`src/rtl/fpdivsqrt_arbiter.sv`:
```
// fpdivsqrt_arbiter
//   Shares a single FP divide/square-root unit between NUM_REQ requesters.
//   A round-robin grant in IDLE latches the winner's operands, the latched
//   operation is presented to the unit (ISSUE), and the unit's result is
//   routed back to the owning requester (WAIT). A flush aborts the
//   in-flight operation through a one-cycle DRAIN state. A sticky hang flag
//   is raised when the unit takes TIMEOUT_CYC WAIT cycles without finishing.
//
// Ports
//   clk, rst_n            clock, asynchronous active-low reset
//   req_valid_i/ready_o   per-requester request handshake (ready is one-hot)
//   req_fp_format_i, req_is_fdiv_i, req_opa_i, req_opb_i, req_rm_i
//                         packed per-requester operation fields, slice k = requester k
//   flush_i               abort the operation in ISSUE or WAIT
//   start_*/fp_format_o/is_fdiv_o/opa_o/opb_o/rm_o/flush_o
//                         start side of the divsqrt unit
//   finish_valid_i/finish_ready_o/res_i/fflags_i
//                         finish side of the divsqrt unit
//   rsp_valid_o/rsp_ready_i  one-hot response handshake to the owner
//   rsp_res_o, rsp_fflags_o  shared response data bus
//   timeout_o             sticky hang flag (cleared only by reset)
//   done_cnt_o            number of delivered responses (wraps)

module fpdivsqrt_arbiter_chk #(
   parameter int NUM_REQ = 2
) (
   input logic               clk,
   input logic               rst_n,
   input logic               is_idle,
   input logic [NUM_REQ-1:0] req_ready,
   input logic [NUM_REQ-1:0] rsp_valid,
   input logic               start_valid,
   input logic               flush
);

   a_grant_onehot: assert property (@(posedge clk) disable iff (!rst_n)
      $onehot0(req_ready));

   a_rsp_onehot: assert property (@(posedge clk) disable iff (!rst_n)
      $onehot0(rsp_valid));

   a_grant_idle_only: assert property (@(posedge clk) disable iff (!rst_n)
      !is_idle |-> (req_ready == {NUM_REQ{1'b0}}));

   a_flush_quiet: assert property (@(posedge clk) disable iff (!rst_n)
      flush |-> (!start_valid && (rsp_valid == {NUM_REQ{1'b0}})));

endmodule

module fpdivsqrt_arbiter #(
   parameter int NUM_REQ     = 2,
   parameter int TIMEOUT_CYC = 1024
) (
   input  logic                   clk,
   input  logic                   rst_n,
   input  logic [NUM_REQ-1:0]     req_valid_i,
   output logic [NUM_REQ-1:0]     req_ready_o,
   input  logic [2*NUM_REQ-1:0]   req_fp_format_i,
   input  logic [NUM_REQ-1:0]     req_is_fdiv_i,
   input  logic [64*NUM_REQ-1:0]  req_opa_i,
   input  logic [64*NUM_REQ-1:0]  req_opb_i,
   input  logic [3*NUM_REQ-1:0]   req_rm_i,
   input  logic                   flush_i,
   output logic                   start_valid_o,
   input  logic                   start_ready_i,
   output logic [1:0]             fp_format_o,
   output logic                   is_fdiv_o,
   output logic [63:0]            opa_o,
   output logic [63:0]            opb_o,
   output logic [2:0]             rm_o,
   output logic                   flush_o,
   input  logic                   finish_valid_i,
   output logic                   finish_ready_o,
   input  logic [63:0]            res_i,
   input  logic [4:0]             fflags_i,
   output logic [NUM_REQ-1:0]     rsp_valid_o,
   input  logic [NUM_REQ-1:0]     rsp_ready_i,
   output logic [63:0]            rsp_res_o,
   output logic [4:0]             rsp_fflags_o,
   output logic                   timeout_o,
   output logic [31:0]            done_cnt_o
);

   localparam logic [15:0] TMO = 16'(TIMEOUT_CYC);

   typedef enum logic [1:0] {
      IDLE  = 2'd0,
      ISSUE = 2'd1,
      WAIT  = 2'd2,
      DRAIN = 2'd3
   } state_t;

   state_t      state;
   state_t      state_nxt;

   logic [1:0]  rr_ptr;
   logic [1:0]  owner;
   logic [1:0]  grant_idx;
   logic        grant_any;
   logic [3:0]  valid_pad;

   logic [1:0]  sel_fmt;
   logic        sel_div;
   logic [63:0] sel_opa;
   logic [63:0] sel_opb;
   logic [2:0]  sel_rm;

   logic [1:0]  lat_fmt;
   logic        lat_div;
   logic [63:0] lat_opa;
   logic [63:0] lat_opb;
   logic [2:0]  lat_rm;

   logic        owner_rsp_ready;
   logic [15:0] wait_cnt;
   logic        timeout;
   logic [31:0] done_cnt;
   logic        flush_pend;

   logic        grant_hs;
   logic        start_hs;
   logic        finish_hs;
   logic        flush_act;
   logic        is_idle;

   // Zero-extend so the rotating index may address up to four requesters
   assign valid_pad = 4'(req_valid_i);

   // Round-robin pick: first valid requester at or after rr_ptr
   always_comb begin
      logic [2:0] sum;
      logic [1:0] cand;
      grant_any = 1'b0;
      grant_idx = 2'd0;
      sum       = 3'd0;
      cand      = 2'd0;
      for (int i = 0; i < NUM_REQ; i++) begin
         sum  = {1'b0, rr_ptr} + 3'(i);
         cand = 2'((sum >= 3'(NUM_REQ)) ? (sum - 3'(NUM_REQ)) : sum);
         if (!grant_any && valid_pad[cand]) begin
            grant_any = 1'b1;
            grant_idx = cand;
         end else begin
            grant_any = grant_any;
            grant_idx = grant_idx;
         end
      end
   end

   // Select the granted requester's operand slices
   always_comb begin
      sel_fmt = 2'd0;
      sel_div = 1'b0;
      sel_opa = 64'd0;
      sel_opb = 64'd0;
      sel_rm  = 3'd0;
      for (int k = 0; k < NUM_REQ; k++) begin
         if (grant_idx == 2'(k)) begin
            sel_fmt = req_fp_format_i[2*k +: 2];
            sel_div = req_is_fdiv_i[k];
            sel_opa = req_opa_i[64*k +: 64];
            sel_opb = req_opb_i[64*k +: 64];
            sel_rm  = req_rm_i[3*k +: 3];
         end else begin
            sel_fmt = sel_fmt;
            sel_div = sel_div;
            sel_opa = sel_opa;
            sel_opb = sel_opb;
            sel_rm  = sel_rm;
         end
      end
   end

   // Response-ready of the current owner; other requesters' ready bits are ignored
   always_comb begin
      owner_rsp_ready = 1'b0;
      for (int k = 0; k < NUM_REQ; k++) begin
         if (owner == 2'(k)) begin
            owner_rsp_ready = rsp_ready_i[k];
         end else begin
            owner_rsp_ready = owner_rsp_ready;
         end
      end
   end

   // Handshake-side outputs; flush suppresses the finish side in the same cycle
   // so a racing finish handshake can never deliver a response
   always_comb begin
      req_ready_o    = {NUM_REQ{1'b0}};
      rsp_valid_o    = {NUM_REQ{1'b0}};
      start_valid_o  = 1'b0;
      finish_ready_o = 1'b0;
      case (state)
         IDLE: begin
            for (int k = 0; k < NUM_REQ; k++) begin
               req_ready_o[k] = grant_any && (grant_idx == 2'(k));
            end
         end
         ISSUE: begin
            start_valid_o = 1'b1;
         end
         WAIT: begin
            if (!flush_i) begin
               finish_ready_o = owner_rsp_ready;
               for (int k = 0; k < NUM_REQ; k++) begin
                  rsp_valid_o[k] = finish_valid_i && (owner == 2'(k));
               end
            end else begin
               finish_ready_o = 1'b0;
               rsp_valid_o    = {NUM_REQ{1'b0}};
            end
         end
         DRAIN: begin
            start_valid_o  = 1'b0;
            finish_ready_o = 1'b0;
         end
         default: begin
            start_valid_o  = 1'b0;
            finish_ready_o = 1'b0;
         end
      endcase
   end

   assign is_idle   = (state == IDLE);
   assign grant_hs  = is_idle && grant_any;
   assign flush_act = ((state == ISSUE) || (state == WAIT)) && flush_i;
   assign start_hs  = (state == ISSUE) && start_ready_i && !flush_i;
   assign finish_hs = (state == WAIT) && finish_valid_i && finish_ready_o;

   // Next-state logic; flush wins over a same-cycle start or finish handshake
   always_comb begin
      state_nxt = state;
      case (state)
         IDLE: begin
            if (grant_any) begin
               state_nxt = ISSUE;
            end else begin
               state_nxt = IDLE;
            end
         end
         ISSUE: begin
            if (flush_i) begin
               state_nxt = DRAIN;
            end else if (start_ready_i) begin
               state_nxt = WAIT;
            end else begin
               state_nxt = ISSUE;
            end
         end
         WAIT: begin
            if (flush_i) begin
               state_nxt = DRAIN;
            end else if (finish_hs) begin
               state_nxt = IDLE;
            end else begin
               state_nxt = WAIT;
            end
         end
         DRAIN: begin
            state_nxt = IDLE;
         end
         default: begin
            state_nxt = IDLE;
         end
      endcase
   end

   // State register
   always_ff @(posedge clk or negedge rst_n) begin
      if (!rst_n) begin
         state <= IDLE;
      end else begin
         state <= state_nxt;
      end
   end

   // Capture the winner's operation and advance the round-robin pointer on grant
   always_ff @(posedge clk or negedge rst_n) begin
      if (!rst_n) begin
         rr_ptr  <= 2'd0;
         owner   <= 2'd0;
         lat_fmt <= 2'd0;
         lat_div <= 1'b0;
         lat_opa <= 64'd0;
         lat_opb <= 64'd0;
         lat_rm  <= 3'd0;
      end else if (grant_hs) begin
         rr_ptr  <= (grant_idx == 2'(NUM_REQ - 1)) ? 2'd0 : (grant_idx + 2'd1);
         owner   <= grant_idx;
         lat_fmt <= sel_fmt;
         lat_div <= sel_div;
         lat_opa <= sel_opa;
         lat_opb <= sel_opb;
         lat_rm  <= sel_rm;
      end
   end

   // Hang detection: count stalled WAIT cycles, saturate, and latch the flag
   always_ff @(posedge clk or negedge rst_n) begin
      if (!rst_n) begin
         wait_cnt <= 16'd0;
         timeout  <= 1'b0;
      end else if (start_hs) begin
         wait_cnt <= 16'd0;
      end else if ((state == WAIT) && !finish_hs) begin
         if (wait_cnt < TMO) begin
            wait_cnt <= wait_cnt + 16'd1;
         end
         // The increment this cycle reaches the limit
         if (wait_cnt >= (TMO - 16'd1)) begin
            timeout <= 1'b1;
         end
      end
   end

   // Completed-response counter, wraps naturally at 32 bits
   always_ff @(posedge clk or negedge rst_n) begin
      if (!rst_n) begin
         done_cnt <= 32'd0;
      end else if (finish_hs) begin
         done_cnt <= done_cnt + 32'd1;
      end
   end

   // One-cycle flush pulse to the unit, issued the cycle after an accepted flush
   always_ff @(posedge clk or negedge rst_n) begin
      if (!rst_n) begin
         flush_pend <= 1'b0;
      end else begin
         flush_pend <= flush_act;
      end
   end

   assign fp_format_o  = lat_fmt;
   assign is_fdiv_o    = lat_div;
   assign opa_o        = lat_opa;
   assign opb_o        = lat_opb;
   assign rm_o         = lat_rm;
   assign flush_o      = flush_pend;
   assign rsp_res_o    = res_i;
   assign rsp_fflags_o = fflags_i;
   assign timeout_o    = timeout;
   assign done_cnt_o   = done_cnt;

   fpdivsqrt_arbiter_chk #(
      .NUM_REQ (NUM_REQ)
   ) u_chk (
      .clk         (clk),
      .rst_n       (rst_n),
      .is_idle     (is_idle),
      .req_ready   (req_ready_o),
      .rsp_valid   (rsp_valid_o),
      .start_valid (start_valid_o),
      .flush       (flush_o)
   );

endmodule
```
`config.mk`:
```
export PLATFORM = sky130hd
export DESIGN_NAME = fpdivsqrt_arbiter
export DESIGN_NICKNAME = d
export VERILOG_FILES = /design/src/rtl/fpdivsqrt_arbiter.sv
export SDC_FILE = /design/constraint.sdc
export NUM_CORES = 1
export LEC_CHECK = 0
export CAP_MARGIN = 0
export CELL_PAD_IN_SITES_DETAIL_PLACEMENT = 1
export CELL_PAD_IN_SITES_GLOBAL_PLACEMENT = 2
export CORE_AREA = 10 10 224 226
export DETAILED_ROUTE_END_ITERATION = 8
export DIE_AREA = 0 0 234 236
export PLACE_DENSITY = 0.93
export SLEW_MARGIN = 20
export SYNTH_ARGS = -nofsm -noshare
export SYNTH_HDL_FRONTEND = slang
export SYNTH_SLANG_ARGS = --single-unit
```
`constraint.sdc`:
```
create_clock -name clk -period 3.8 [get_ports clk]
set_input_delay 0.57 -clock clk [delete_from_list [all_inputs] [get_ports clk]]
set_output_delay 0.57 -clock clk [all_outputs]
set_load 0.02 [all_outputs]
```
Yosys cells after proc, flatten, opt, wreduce, memory -nomap -nowiden
Cells that the tools add are included.
- register bits: 190
- input port bits: 346
- output and inout bits: 243
- word-level logic and storage cells: 91
- add/sub/neg operators: 6
- order comparisons: 6
- eq/ne operators: 5
- muxes and demuxes: 38
- bitwise logic cells: 1
- reductions and logical operators: 23
- operators with widths (operator ; count):
    2-to-1 mux 64 bit ; 4
    2-to-1 mux 16 bit ; 3
    adder 32 x 1 -> 32 bit (second input constant) ; 1
    2-to-1 mux 2 bit ; 14
    adder 16 x 1 -> 16 bit (second input constant) ; 1
    greater-or-equal comparator 16 x 10 -> 1 bit (second input constant) ; 1
    < comparator 16 x 11 -> 1 bit (second input constant) ; 1
    logical AND 1 bit ; 12
    2-to-1 mux 1 bit ; 12
    one-hot mux 2 bit (4 select lines) ; 1
    == test 2 x 1 -> 1 bit (second input constant) ; 3
    logical NOT 2 bit ; 3
    < comparator 2 x 3 -> 1 bit (second input constant) ; 2
    2-to-1 mux 3 bit ; 2
    binary-select mux 1 bit (select 2 bit) ; 2
    == test 2 bit (second input constant) ; 2
    nonzero test 2 bit ; 2
    subtractor 2 bit (second input constant) ; 2
    adder 2 x 1 -> 3 bit (second input constant) ; 1
    greater-or-equal comparator 3 x 2 -> 1 bit (second input constant) ; 1
    logical NOT 1 bit ; 3
    AND reduction 3 bit ; 1
    adder 2 x 1 -> 2 bit (second input constant) ; 1
    greater-or-equal comparator 2 bit (second input constant) ; 1
    other kinds (3) ; 3

Longest topological paths before layout
Gate-level depths: netlist of run 1.
- word-level depth: 11
- mapped depth: 8
- depth with buffers taken out: 6

Least setup slack after synthesis of run 1
OpenSTA, ideal clock, no wires.
- path kind: input port to output port
- from: input port req_valid_i[1]
- to: output port req_ready_o[0]
- data arrival time: 1506 ps
- data required time: 3230 ps
- path slack: 1724 ps
- cell stages on the path: 5
- path buffers: 3
- cells stage by stage: a21boi_1 buf_2 buf_2 buf_4 nor2_1
- longest elaborated chain between the ends: 9
- elaborated cells on any way between the ends: 13
- classes of those cells: mux: 9; reduce/logical: 4
- RTL lines (item ; line ; RTL):
    start, declared ; 56 ; input logic [NUM_REQ-1:0] req_valid_i,
    binary-select mux 1 bit (select 2 bit) ; 140 ; if (!grant_any && valid_pad[cand]) begin
    2-to-1 mux 1 bit (implied by the code) ; 140 ;
    2-to-1 mux 1 bit ; 140 ;
    logical NOT 1 bit ; 140 ;
    logical AND 1 bit ; 140 ;
    2-to-1 mux 2 bit ; 140 ;
    logical NOT 2 bit ; 196 ; req_ready_o[k] = grant_any && (grant_idx == 2'(k));
    logical AND 1 bit (*) ; 196 ;
    2-to-1 mux 2 bit (*) ; 193 ; case (state)
    end, declared ; 57 ; output logic [NUM_REQ-1:0] req_ready_o,
Mark *: on every way between the ends. The rest lies on a longest branch, timed or not. The select of a mux whose other input is x is not followed.

Worst setup path in the final report of run 1
- from: input port req_valid_i[0]
- to: output port req_ready_o[0]
Same word-level chain as after synthesis.

==> reports/qor.csv, run 1 <==
stage;metric;value;unit
clock_network;cts-buffers-inserted;17;
clock_network;htree_levels;4;
clock_network;clock-sinks;190;
synthesis;synthCells;905;
floorplan;die_y;236;um
pwr;p_leak;6.261;nW
pwr;design_power_total;9.648;mW
worst_setup_path;cp.arrival;2.88;ns
global_routing;grt_pass1_vias;9179;
synthesis;ys.flop_type;dfrtp_1;
synthesis;synth-xor-area-share;0.02999;
synthesis;avgSynthCellArea;10.33;um2
worst_setup_path;end_kind;output port;
synthesis;yosysSeqAreaShare;0.5088;
timing;fin_skew;0.01287;ns
outcome;status;finished clean;
floorplan;start_util;0.2038;
synthesis;syn-cell-area;9345;um2
finish;n_antenna_cell;0;
synthesis;yosysWarnings;0;
synthesis;synth_top_family_by_area;multiplexers;
timing;finalHoldViolations;0;
global_routing;overflow;0;
global_routing;grt_max_degree;178;
routing;vias_per_cell;4.271;
synthesis;synth-seq-cells;190;
pwr;irDropWorstVdd;0.3898;mV
finish;final_util;0.3195;
synthesis;synth.net_count;1257;
clock_network;holdBufCountCts;0;
timing;tns;0;ns
hold_path;hold_path.class;in2async;
synthesis;synth_cell_types;43;
pwr;powerDensity;658.5;nW/um2
clock_network;cts_tree;done;
timing;rsz0062_at_grt;false;
clock_network;cts_setup_buffers;0;
worst_setup_path;start_kind;primary input;
routing;vias;8063;
routing;avgRoutedWirePerCell;19.76;um
worst_setup_path;critPathRequiredTime;3.23;ns
routing;drcViolationCount;0;
worst_setup_path;critPathMaxFanout;3;
worst_setup_path;r2r_slack;1.53;ns
clock_network;clk_path_buf_depth;2;
timing;hold_slack;0.1262;ns
floorplan;rows;79;
finish;finalNetCount;1620;
finish;layout.cells.most_common;clkdlybuf4s50_1;
finish;fill_cells;5264;
clock_network;ctsResizeCount;0;
timing;drv_slew;0;
timing;tightest_slew;0.9063;ns
floorplan;fp.dieArea;55220;um2
finish;final_cell_mix;clkdlybuf4s50_1 (449), dfrtp_1 (190), nand2_1 (154);
finish;drive_above_1_share;0.05308;
timing;fin_crit_sh;0.9074;
worst_setup_path;path_class;in2out;
routing;wirelength;37310;um
global_routing;grt.total_usage;0.1340;
routing;ant_nets;0;
routing;drt_iter0_drc;289;
clock_network;cts_root_buffer;clkbuf_16;
routing;drtPass1Iterations;4;
finish;area_delta_synth_final;56.78;%
floorplan;core_area;45860;um2
synthesis;synthArstFlopShare;1.000;
timing;setup_viol;0;
synthesis;yosys.area_share.simple;0.1307;
floorplan;io_pins;589;
global_routing;grt_antenna_before_repair;3;
timing;period_needed;3.448;ns
timing;relSlewSlack;0.3958;
flow_run;maxCapViolCount;0;
placement;dpl.hpwl;30150;um
synthesis;synth-adder-area-share;0.008033;
clock_network;insertion_delay;0.48;ns
placement;port-buffer-count;450;
floorplan;fp.dieW;234;um
clock_network;cts.clk_slew.worst_paths;0.08;ns
global_routing;grt_pass1_wl;55980;um
synthesis;synth_compound_area_frac;0.09064;
synthesis;synth.area.mux_share;0.1481;
timing;fmax;0.2900;GHz
synthesis;synth_edf_count;0;
placement;routabilityCongestion;0.7781;
[where the power goes]
part / internal, mW / switching [mW] / leakage [nW]
registers: 2.78 / 0.453 / 2.39
logic: 2.03 / 2.52 / 3.58
clock network: 0.964 / 0.901 / 0.293
[worst max-delay path, stage by stage]
cell and delay (ns):
clkdlybuf4s50_1 0.52, a21boi_1 0.36, o21ai_4 0.11, nor2_1 0.53, clkdlybuf4s50_1 0.78
[path summary, 6_finish.rpt]
check	start	endpoint	cells past startpoint
max	req_valid_i[0]	req_ready_o[0]	5
max reg2reg	state[0]	done_cnt_o[25]	6
min reg2reg	done_cnt_o[31]	done_cnt_o[31]	1
min in group clk	done_cnt_o[31]	done_cnt_o[31]	1
max in group asynchronous	rst_n	opa_o[6]	2
min	rst_n	done_cnt_o[11]	1
[through the flow]
| stage | setup WS [ns] | instance area, um2 | std cells |
|---|---|---|---|
| finish | 0.3520 | 14650 | 1888 |
| global placement | 0.3363 | 14050 | 1856 |
| floorplan | 1.724 | 9345 | 905 |
| global route | 0.2544 | 14650 | 1888 |
| CTS | 0.3175 | 14650 | 1888 |
| detailed placement | 0.3364 | 14050 | 1856 |
[layer usage]
layer | track usage | part of all wire | wire [um] | vias up
met5 | 0.001837 | 0 | 0 | -
met4 | 0.05435 | 0.027 | 1018 | 0
met3 | 0.05966 | 0.094 | 3490 | 49
met2 | 0.2356 | 0.51 | 18870 | 347
met1 | 0.1347 | 0.37 | 13930 | 3905
li1 | - | - | - | 3762
[sequential cells by signal, summed over array words and instances, names as in the netlist, 2 cells and up]
signal,cells
done_cnt_o,32
fp_format_o,2
opa_o,64
opb_o,64
owner,2
rm_o,3
rr_ptr,2
state,2
wait_cnt,16
[cell families (layout without fill, tap and decap cells)]
group                      Yosys count  in the layout
adders and majority gates            6              6
xor gates and xnor gates            32             32
DFF                                190            190
and+or+nand+nor                    249            249
AOI/OAI and AO/OA                  161            161
muxes                              138            138
buffers and inverters              129            505
[cell usage after synthesis, types with 7 or more instances]
| cell | number | area [um2] |
|---|---|---|
| dfrtp_1 | 190 | 4755 |
| o21ai_0 | 133 | 665.6 |
| nor2_1 | 14 | 52.55 |
| nand3_1 | 10 | 50.05 |
| xnor2_1 | 9 | 78.83 |
| nand2_1 | 154 | 578.1 |
| buf_4 | 73 | 548.0 |
| inv_1 | 10 | 37.54 |
| o21ai_1 | 7 | 35.03 |
| clkbuf_1 | 24 | 90.09 |
| nor3_1 | 8 | 40.04 |
| a21oi_1 | 7 | 35.03 |
| nand4_1 | 8 | 50.05 |
| mux2i_1 | 136 | 1361 |
| nor3_2 | 9 | 90.09 |
| xor2_1 | 23 | 201.4 |
| and2_1 | 12 | 75.07 |
| buf_2 | 20 | 100.1 |
[final cells by class]
type / count / area (um2) / area share
Tap cell: 607 / 759.5 / 0.05184
Multi-Input combinational cell: 586 / 3830 / 0.2614
Timing Repair Buffer: 463 / 4668 / 0.3186
Clock inverter: 13 / 148.9 / 0.01016
Inverter: 10 / 37.54 / 0.002562
Clock buffer: 19 / 452.9 / 0.03091
Sequential cell: 190 / 4755 / 0.3245
(Power assumes the default switching activity.)
==> inputs of run 2 (changes only) <==
- MAX_ROUTING_LAYER: default -> met4
==> run 2 against run 1 <==
Combinational power barely moved. Register-to-register slack hardly changed. Fmax grew 0.72%. Power about the same. Sequential share of layout area hardly changed. Non-clock buffer count unchanged. Setup slack better by 0.025 ns. Sequential power hardly changed. Critical path depth is the same. Clock skew increased by 0.016 ns. Critical endpoint unchanged. Die area stayed put. Utilization about the same.
==> reports/qor.csv, run 2 (synthesis results as in run 1) <==
stage;metric;value;unit
timing;tns;0;ns
hold_path;hold_path.class;in2async;
placement;dpl.hpwl;30150;um
timing;finalHoldViolations;0;
worst_setup_path;path_cells;clkdlybuf4s50_1, a21boi_1, o21ai_4, nor2_1, clkdlybuf4s50_1;
global_routing;grt_pass1_wl;55770;um
finish;drive_above_1_share;0.05308;
floorplan;io_pins;589;
clock_network;cts-buffers-inserted;17;
timing;relSlewSlack;0.4000;
flow_run;maxCapViolCount;0;
worst_setup_path;end_kind;output port;
worst_setup_path;path_class;in2out;
worst_setup_path;cp.arrival;2.85;ns
worst_setup_path;critPathRequiredTime;3.23;ns
clock_network;clk_path_buf_depth;2;
routing;drtPass1Iterations;4;
timing;fin_crit_sh;0.9009;
global_routing;overflow;0;
worst_setup_path;r2r_slack;1.54;ns
clock_network;cts.clk_slew.worst_paths;0.08;ns
global_routing;grt_pass1_vias;9220;
clock_network;insertion_delay;0.49;ns
worst_setup_path;critPathMaxFanout;3;
placement;port-buffer-count;450;
clock_network;cts_setup_buffers;0;
worst_setup_path;start_kind;primary input;
routing;vias;8073;
routing;drt_iter0_drc;265;
clock_network;cts_root_buffer;clkbuf_16;
clock_network;htree_levels;4;
global_routing;grt_antenna_before_repair;3;
worst_setup_path;slowest_stage;clkdlybuf4s50_1;
routing;wirelength;37240;um
pwr;powerDensity;657.9;nW/um2
floorplan;fp.dieW;234;um
finish;layout.cells.most_common;clkdlybuf4s50_1;
clock_network;clock-sinks;190;
outcome;status;finished clean;
pwr;irDropWorstVdd;0.3881;mV
global_routing;grt.total_usage;0.1375;
floorplan;start_util;0.2038;
routing;avgRoutedWirePerCell;19.71;um
timing;period_needed;3.423;ns
routing;wl_met3;3474;um
floorplan;core_area;45860;um2
routing;wl_met1;13860;um
finish;finalNetCount;1620;
routing;top_layer;met4;
floorplan;fp.dieArea;55220;um2
floorplan;rows;79;
pwr;design_power_total;9.642;mW
timing;hold_slack;0.1150;ns
placement;placed_cell_area;14050;um2
timing;rsz0062_at_grt;false;
pwr;p_leak;6.261;nW
global_routing;grt_max_degree;178;
clock_network;cts_tree;done;
timing;fin_skew;0.02901;ns
finish;fin_area;14650;um2
placement;routabilityCongestion;0.7888;
worst_setup_path;path_common_cell;clkdlybuf4s50_1;
routing;vias_per_cell;4.274;
finish;area_delta_synth_final;56.81;%
routing;ant_nets;0;
timing;fmax;0.2921;GHz
routing;drcViolationCount;0;
timing;setup_viol;0;
floorplan;die_y;236;um
worst_setup_path;max_stage_delay;0.78;ns
routing;wl_met2;19000;um
timing;drv_slew;0;
timing;tightest_slew;0.9000;ns
clock_network;holdBufCountCts;0;
clock_network;ctsResizeCount;0;
finish;final_cell_mix;clkdlybuf4s50_1 (449), dfrtp_1 (190), nand2_1 (154);
run 2: changes by cell type in the layout (fill, tap and decap cells not counted):
cell | before | now
diode_2 | 0 | 1
run 2: final cells by class:
| cell class | instances | area [um2] |
|---|---|---|
| diodes | 1 | 2.502 |
| clock buffers | 19 | 452.9 |
| clock inverters | 13 | 148.9 |
| fillers | 5264 | 31210 |
| inverters | 10 | 37.54 |
| multi-input cells | 586 | 3830 |
| flip-flops and latches | 190 | 4755 |
| well taps | 607 | 759.5 |
| repair buffers | 463 | 4668 |
run 2: metal layers:
metal	track usage	vias up
met5	-	-
met4	0.05279	0
met3	0.05846	43
met2	0.2364	344
met1	0.1347	3921
li1	-	3765
run 2: worst max-delay path: cells and delay by family:
family                 cells  cell delay [ns]
and+or+nand+nor            1             0.51
buffers and inverters      2             1.30
AOI/OAI and AO/OA          2             0.47
run 2: report_power, final:
group	total (mW)	leakage (nW)	internal, mW	switching, mW
Clock	1.86	0.293	0.964	0.897
Sequential	3.23	2.39	2.78	0.451
Combinational	4.55	3.58	2.03	2.52
Total	9.64	6.26	5.77	3.87
run 2: per-stage QoR:
stage	utilization	setup WS, ns	std cells
2_1_floorplan	-	1.724	905
6_report	0.3195	0.3767	1889
3_3_place_gp	0.3063	0.3363	1856
4_1_cts	0.3195	0.3175	1888
5_1_grt	0.3195	0.2544	1889
3_5_place_dp	0.3063	0.3364	1856
run 2: path summary, 6_finish.rpt:
path	startpoint	to	cells past startpoint
worst max-delay path	req_valid_i[0]	req_ready_o[0]	5
worst min-delay path	rst_n	done_cnt_o[11]	1
worst max register to register	state[0]	done_cnt_o[25]	6
worst min register to register	done_cnt_o[31]	done_cnt_o[31]	1
max in group asynchronous	rst_n	opa_o[6]	2
min in group clk	done_cnt_o[31]	done_cnt_o[31]	1
==> edit 1, RTL diff (settings of run 2) <==
Encoding of `state_t`: now one-hot (4 bits for 4 states).
--- a/src/rtl/fpdivsqrt_arbiter.sv
+++ b/src/rtl/fpdivsqrt_arbiter.sv
@@ -83,11 +83,11 @@
 
    localparam logic [15:0] TMO = 16'(TIMEOUT_CYC);
 
-   typedef enum logic [1:0] {
-      IDLE  = 2'd0,
-      ISSUE = 2'd1,
-      WAIT  = 2'd2,
-      DRAIN = 2'd3
+   typedef enum logic [3:0] {
+      IDLE  = 4'b0001,
+      ISSUE = 4'b0010,
+      WAIT  = 4'b0100,
+      DRAIN = 4'b1000
    } state_t;
 
    state_t      state;
Formal check against the unedited RTL: same outputs for any inputs over 4 cycles, from zero or initial values and one cycle with rst_n low; so few cycles prove little.
==> edit 1 against run 2 <==
- non-clock buffer count shrank 3
- clock power increased by 4%
- critical path type unchanged
- highest routed layer unchanged
- synthesized area fell by 0.48%
- sequential power about the same
- sequential cell count increased by 2
- worst setup slack improved by 170 ps
- wire length shrank 5.4%
- total power shrank 0.54%
- maximum frequency grew 5.2%
- cell area decreased by 0.47%
==> edit 1: results (changes against run 2) <==
cts repair resizes 0 (unchanged); Primary FF master, synth dfrtp_1 (unchanged); gr usage total 12.97% (was 13.75%); Worst Setup EP req_ready_o[0] (unchanged); Num CTS Buffers 17 (unchanged); top achievable clock speed 0.3072 GHz (was 0.2921 GHz); Critical Path Fanout Max 12 (was 3); first-pass GRT wire length 53570 um (was 55770 um); Total Routed Length 35220 um (was 37240 um); Clk pin slew, worst setup/hold paths 80 ps (about the same); Nets 1607 (was 1620); setup slack at placement 512.6 ps (was 336.4 ps); worst setup path start req_valid_i[1] (was req_valid_i[0]); H-tree depth 4 (unchanged); PortBufs 450 (unchanged); layout cells sized above 1 4.403% (was 5.308%); VDD IR max 0.0008287 V (was 0.0003881 V); CTS Buffer Depth 2 (unchanged); Synth async-reset ratio 100.0% (unchanged); Worst Hold Launch done_cnt_o[31]; post-CTS setup buffer count 0 (unchanged); Max Slew Vio Count 0 (unchanged); vias in the first global route 8922 (was 9220); class of the worst hold path flip-flop to flip-flop (was input pin to async pin); reg2reg path depth 4 (was 6); reg-to-reg slack, setup 1370 ps (was 1540 ps); CP arrival 2690 ps (was 2850 ps); clk_skew 8.751 ps (was 29.01 ps); Pre-antenna DRT Iters 4 (unchanged); Iteration-0 DRC Markers 249 (was 265); reg2reg end wait_cnt[3] (was done_cnt_o[25]); antenna violations before repair 2 (was 3); status complete, no violations (unchanged); Fin. Hold Viols 0 (unchanged); largest cells by area after synthesis dfrtp_1, mux2i_1, o21ai_0 (unchanged); worst flop-to-flop path startpoint state[1] (was state[0]); Synthesized Nets 1247 (was 1257); Max-slew headroom 43.46% (was 40.00%); Root Buffer clkbuf_16 (unchanged); most instantiated cells after synthesis dfrtp_1, nand2_1, mux2i_1 (unchanged); register area share after synthesis 51.67% (was 50.88%); Cell variety after synth 46 (was 43); met3 usage 5.846% (unchanged); switching share of power 39.27% (was 40.14%); grt met1 use 13.43% (was 13.47%); Skew-Pair Late Insertion Delay 470 ps (was 490 ps); Leak 6.459 nW (was 6.261 nW); Ys Warns 0 (unchanged); met2 Usage GRT 20.97% (was 23.64%); DP Wirelength 28060 um (was 30150 um); Vias 7911 (was 8073); largest net degree at the start of global routing 196 (was 178); GPL Wtd Cong 0.8584 (was 0.7888)
[edit 1: cell count changes in the layout (fill, tap and decap cells not counted), moves of 5 or more]
| cell | change |
|---|---|
| nor2_1 | +13 |
| nand2_1 | -8 |
| xor2_1 | -10 |
| nor2b_1 | +5 |
| nand3_1 | +9 |
| nor3_2 | -7 |
| or4_1 | -6 |
| and2_1 | -10 |
| clkinv_4 | -5 |
| xnor2_1 | +16 |
[edit 1: worst min-delay path by stage]
stage | to | slack [ps] | cells after the start
after floorplan | done_cnt_o[0] | 270 | 0
final | done_cnt_o[31] | 480 | 1
after global routing | opa_o[25] | 500 | 2
after detailed placement | opb_o[56] | 470 | 2
after CTS | done_cnt_o[31] | 480 | 1
after global placement | opb_o[19] | 460 | 2
[edit 1: stage by stage]
step / utilization [%] / hold slack (ps) / cells / cell area (sq um)
2_1_floorplan: - / 274.4 / 899 / 9300
3_3_place_gp: 30.44 / 460.6 / 1846 / 13960
3_5_place_dp: 30.44 / 469.6 / 1846 / 13960
4_1_cts: 31.79 / 482.6 / 1879 / 14580
5_1_grt: 31.80 / 504.9 / 1881 / 14590
6_report: 31.80 / 477.0 / 1881 / 14590
[edit 1: what timing repair did]
action	CTS	global route
endpoints found under the setup margin	0	0
hold endpoints to repair	32	0
hold buffers	1	0
[edit 1: final cells by class]
cell class                      count  area (sq um)
Fill cell                        5250         31280
Sequential cell                   192          4806
Timing Repair Buffer              460          4636
Multi-Input combinational cell    580          3740
Tap cell                          607         759.5
Clock buffer                       18         429.2
Clock inverter                     14         180.2
Inverter                            8         30.03
Antenna cell                        2         5.005
[edit 1: worst max-delay path: stages]
cell	delay [ps]
clkdlybuf4s50_1	530
a21oi_1	80
or4_4	580
nor2b_1	250
clkdlybuf4s50_1	660
[edit 1: kinds of logic (layout without fill, tap and decap cells)]
kind of cell / after synthesis / in the layout / synth area share, %
AND/OR/NAND/NOR: 250 / 250 / 12.88
flip-flops: 192 / 192 / 51.67
AO/OA/AOI/OAI: 153 / 153 / 8.570
multiplexers: 137 / 137 / 14.76
buffers and inverters: 127 / 500 / 8.274
XOR/XNOR: 38 / 38 / 3.579
adder cells (fa/ha/maj): 2 / 2 / 0.2690
other: 0 / 2 / 0
[edit 1: per-layer routing]
layer,up-vias,wire (um)
met2,342,17040
met5,-,0
met1,3783,13640
met3,60,3553
met4,0,979
li1,3726,-
[edit 1: power by group through the flow]
stage          Clock [W]  Combinational, W  Sequential (W)
2_1_floorplan          0           0.00146         0.00405
3_3_place_gp           0           0.00440         0.00323
3_5_place_dp           0           0.00451         0.00328
4_1_cts          0.00202           0.00453         0.00324
5_1_grt          0.00210           0.00483         0.00333
6_report         0.00193           0.00443         0.00323
==> edit 2, RTL diff (flow settings as in run 2) <==
Made on the original files. `NUM_REQ` is set to 2 in 2 places; all go to 1.
--- a/src/rtl/fpdivsqrt_arbiter.sv
+++ b/src/rtl/fpdivsqrt_arbiter.sv
@@ -22,7 +22,7 @@
 //   done_cnt_o            number of delivered responses (wraps)
 
 module fpdivsqrt_arbiter_chk #(
-   parameter int NUM_REQ = 2
+   parameter int NUM_REQ = 1
 ) (
    input logic               clk,
    input logic               rst_n,
@@ -48,7 +48,7 @@
 endmodule
 
 module fpdivsqrt_arbiter #(
-   parameter int NUM_REQ     = 2,
+   parameter int NUM_REQ     = 1,
    parameter int TIMEOUT_CYC = 1024
 ) (
    input  logic                   clk,
Interface: changed (9 resized); port bits go from 589 to 451. The function was not compared with the original's and may differ.
==> edit 2 against run 2 <==
- synthesized cell count is 2.7% lower
- synthesized area down 11%
- sequential cell count fell by 1
- cell area down 17%
- wire length is 25% lower
- worst setup slack better by 150 ps
- count of clock-buffer cells in the layout is 1 higher
- largest cell class unchanged
Power is not compared: it rests on default switching activity, and its combinational part moved more than twofold at a synthesized area within 25%.
==> edit 2: results (changes against run 2) <==
Root Buffer clkbuf_16 (unchanged); Total Routed Length 27780 um (was 37240 um); register area share after synthesis 57.00% (was 50.88%); PortBufs 312 (was 450); status complete, no violations (unchanged); gr usage total 10.55% (was 13.75%); multiplexer share of the synthesized area 0.1357% (was 14.81%); Post-Synth Adder-Cell Area 0.9048% (was 0.8033%); Pint 0.004310 W; Critical Path Fanout Max 7 (was 3); Ys Warns 0 (unchanged); Cell variety after synth 41 (was 43); Slew @ Worst Pin 1211 ps (was 900.0 ps); cts repair resizes 0 (unchanged); Layout Cells excl Fill 1723 (was 1889); CP arrival 2710 ps (was 2850 ps); Nets 1317 (was 1620); DP Wirelength 20210 um (was 30150 um); EDFF count, synth 0 (unchanged); Primary FF master, synth dfrtp_1 (unchanged); H-tree depth 4 (unchanged); GPL Wtd Cong 0.7155 (was 0.7888); crit-path leading delay family simple AND/OR/NAND/NOR gates (was buffers and inverters); Post-Synth XOR/XNOR Area 4.011% (was 2.999%); Fillers 5347 (was 5264); Synth Area in Compound Gates 9.169% (was 9.064%); layout cells sized above 1 4.758% (was 5.308%); Leak 5.036 nW; Avg Synthesized Cell Area 9.417 sq um (was 10.33 sq um); Pre-antenna DRT Iters 4 (unchanged); Crit path largest cell delay 670 ps (was 780 ps); largest cells by area after synthesis dfrtp_1, nand2_1, o21ai_0 (was dfrtp_1, mux2i_1, o21ai_0); clk_skew 16.08 ps (was 29.01 ps); Num CTS Buffers 17 (unchanged); Iteration-0 DRC Markers 241 (was 265); first-pass GRT wire length 43550 um (was 55770 um); CTS Buffer Depth 2 (unchanged); most instantiated cells after synthesis nand2_1, dfrtp_1, o21ai_0 (was dfrtp_1, nand2_1, mux2i_1); final setup vio count 0 (unchanged); slowest CP cell clkdlybuf4s50_1 (unchanged); setup slack at placement 628.4 ps (was 336.4 ps); Via density 3.939 (was 4.274); vias in the first global route 7454 (was 9220); antenna violations before repair 2 (was 3); largest net degree at the start of global routing 272 (was 178)
## edit 2: cell types whose count changed after synthesis, moves of 7 or more
cell      delta
mux2i_1    -136
nand2_1    +137
buf_2       -20
o21ai_1      -7
nor3_2       -7
clkbuf_1    +22
xnor2_1     +11
## edit 2: through the flow
stage | cell area [sq um] | utilization [%]
5_1_grt | 12180 | 26.55
6_report | 12180 | 26.55
3_3_place_gp | 11550 | 25.19
3_5_place_dp | 11550 | 25.19
2_1_floorplan | 8300 | -
4_1_cts | 12170 | 26.54
## edit 2: cells by family (layout without fill, tap and decap cells)
family | count (synthesis) | count (layout)
simple gates | 377 | 377
flops | 189 | 189
compound gates | 148 | 148
buf+inv | 121 | 353
xor+xnor | 38 | 38
fa+ha+maj | 6 | 6
other cells | 1 | 4
mux | 1 | 1
## edit 2: worst paths after layout
kind / slack [ps] / from / to / depth (start not counted)
setup / recovery: 520 / state[0] / finish_ready_o / 5
hold / removal: 140 / rst_n / owner[0] / 1
setup reg to reg: 1300 / state[0] / done_cnt_o[19] / 7
hold reg to reg: 460 / rr_ptr[1] / rr_ptr[1] / 1
max in group asynchronous: 2860 / rst_n / done_cnt_o[17] / 2
min in group clk: 460 / rr_ptr[1] / rr_ptr[1] / 1
## edit 2: metal layers
metal	vias up	global-route usage, %	share of wire (%)
li1	3219	-	-
met2	226	16.74	49
met4	0	3.793	1.6
met3	36	5.990	11
met5	-	-	0
met1	3306	10.69	38
## edit 2: worst reg2reg max path, stage by stage, from the launching register on
cell and delay (ps):
dfrtp_1 400, inv_1 80, ha_1 220, or3b_1 540, nor4_4 590, and2_1 300
nand3_1 120, xnor2_1 140
## edit 2: cell type report
type                       instances  area share [%]
sequential                       189           38.85
timing repair buffer             316           26.24
multi-input combinational        572           23.41
tap                              607           6.238
clock buffer                      20           3.833
clock inverter                    12           1.243
inverter                           5          0.1541
antenna                            2         0.04111
## edit 2: power by group through the flow
stage | registers [W] | clock network, W | logic [W]
after floorplan | 0.00308 | 0 | 0.000415
after global placement | 0.00263 | 0 | 0.00181
after detailed placement | 0.00265 | 0 | 0.00185
after CTS | 0.00262 | 0.00202 | 0.00186
after global routing | 0.00267 | 0.00209 | 0.00199
final | 0.00261 | 0.00192 | 0.00183
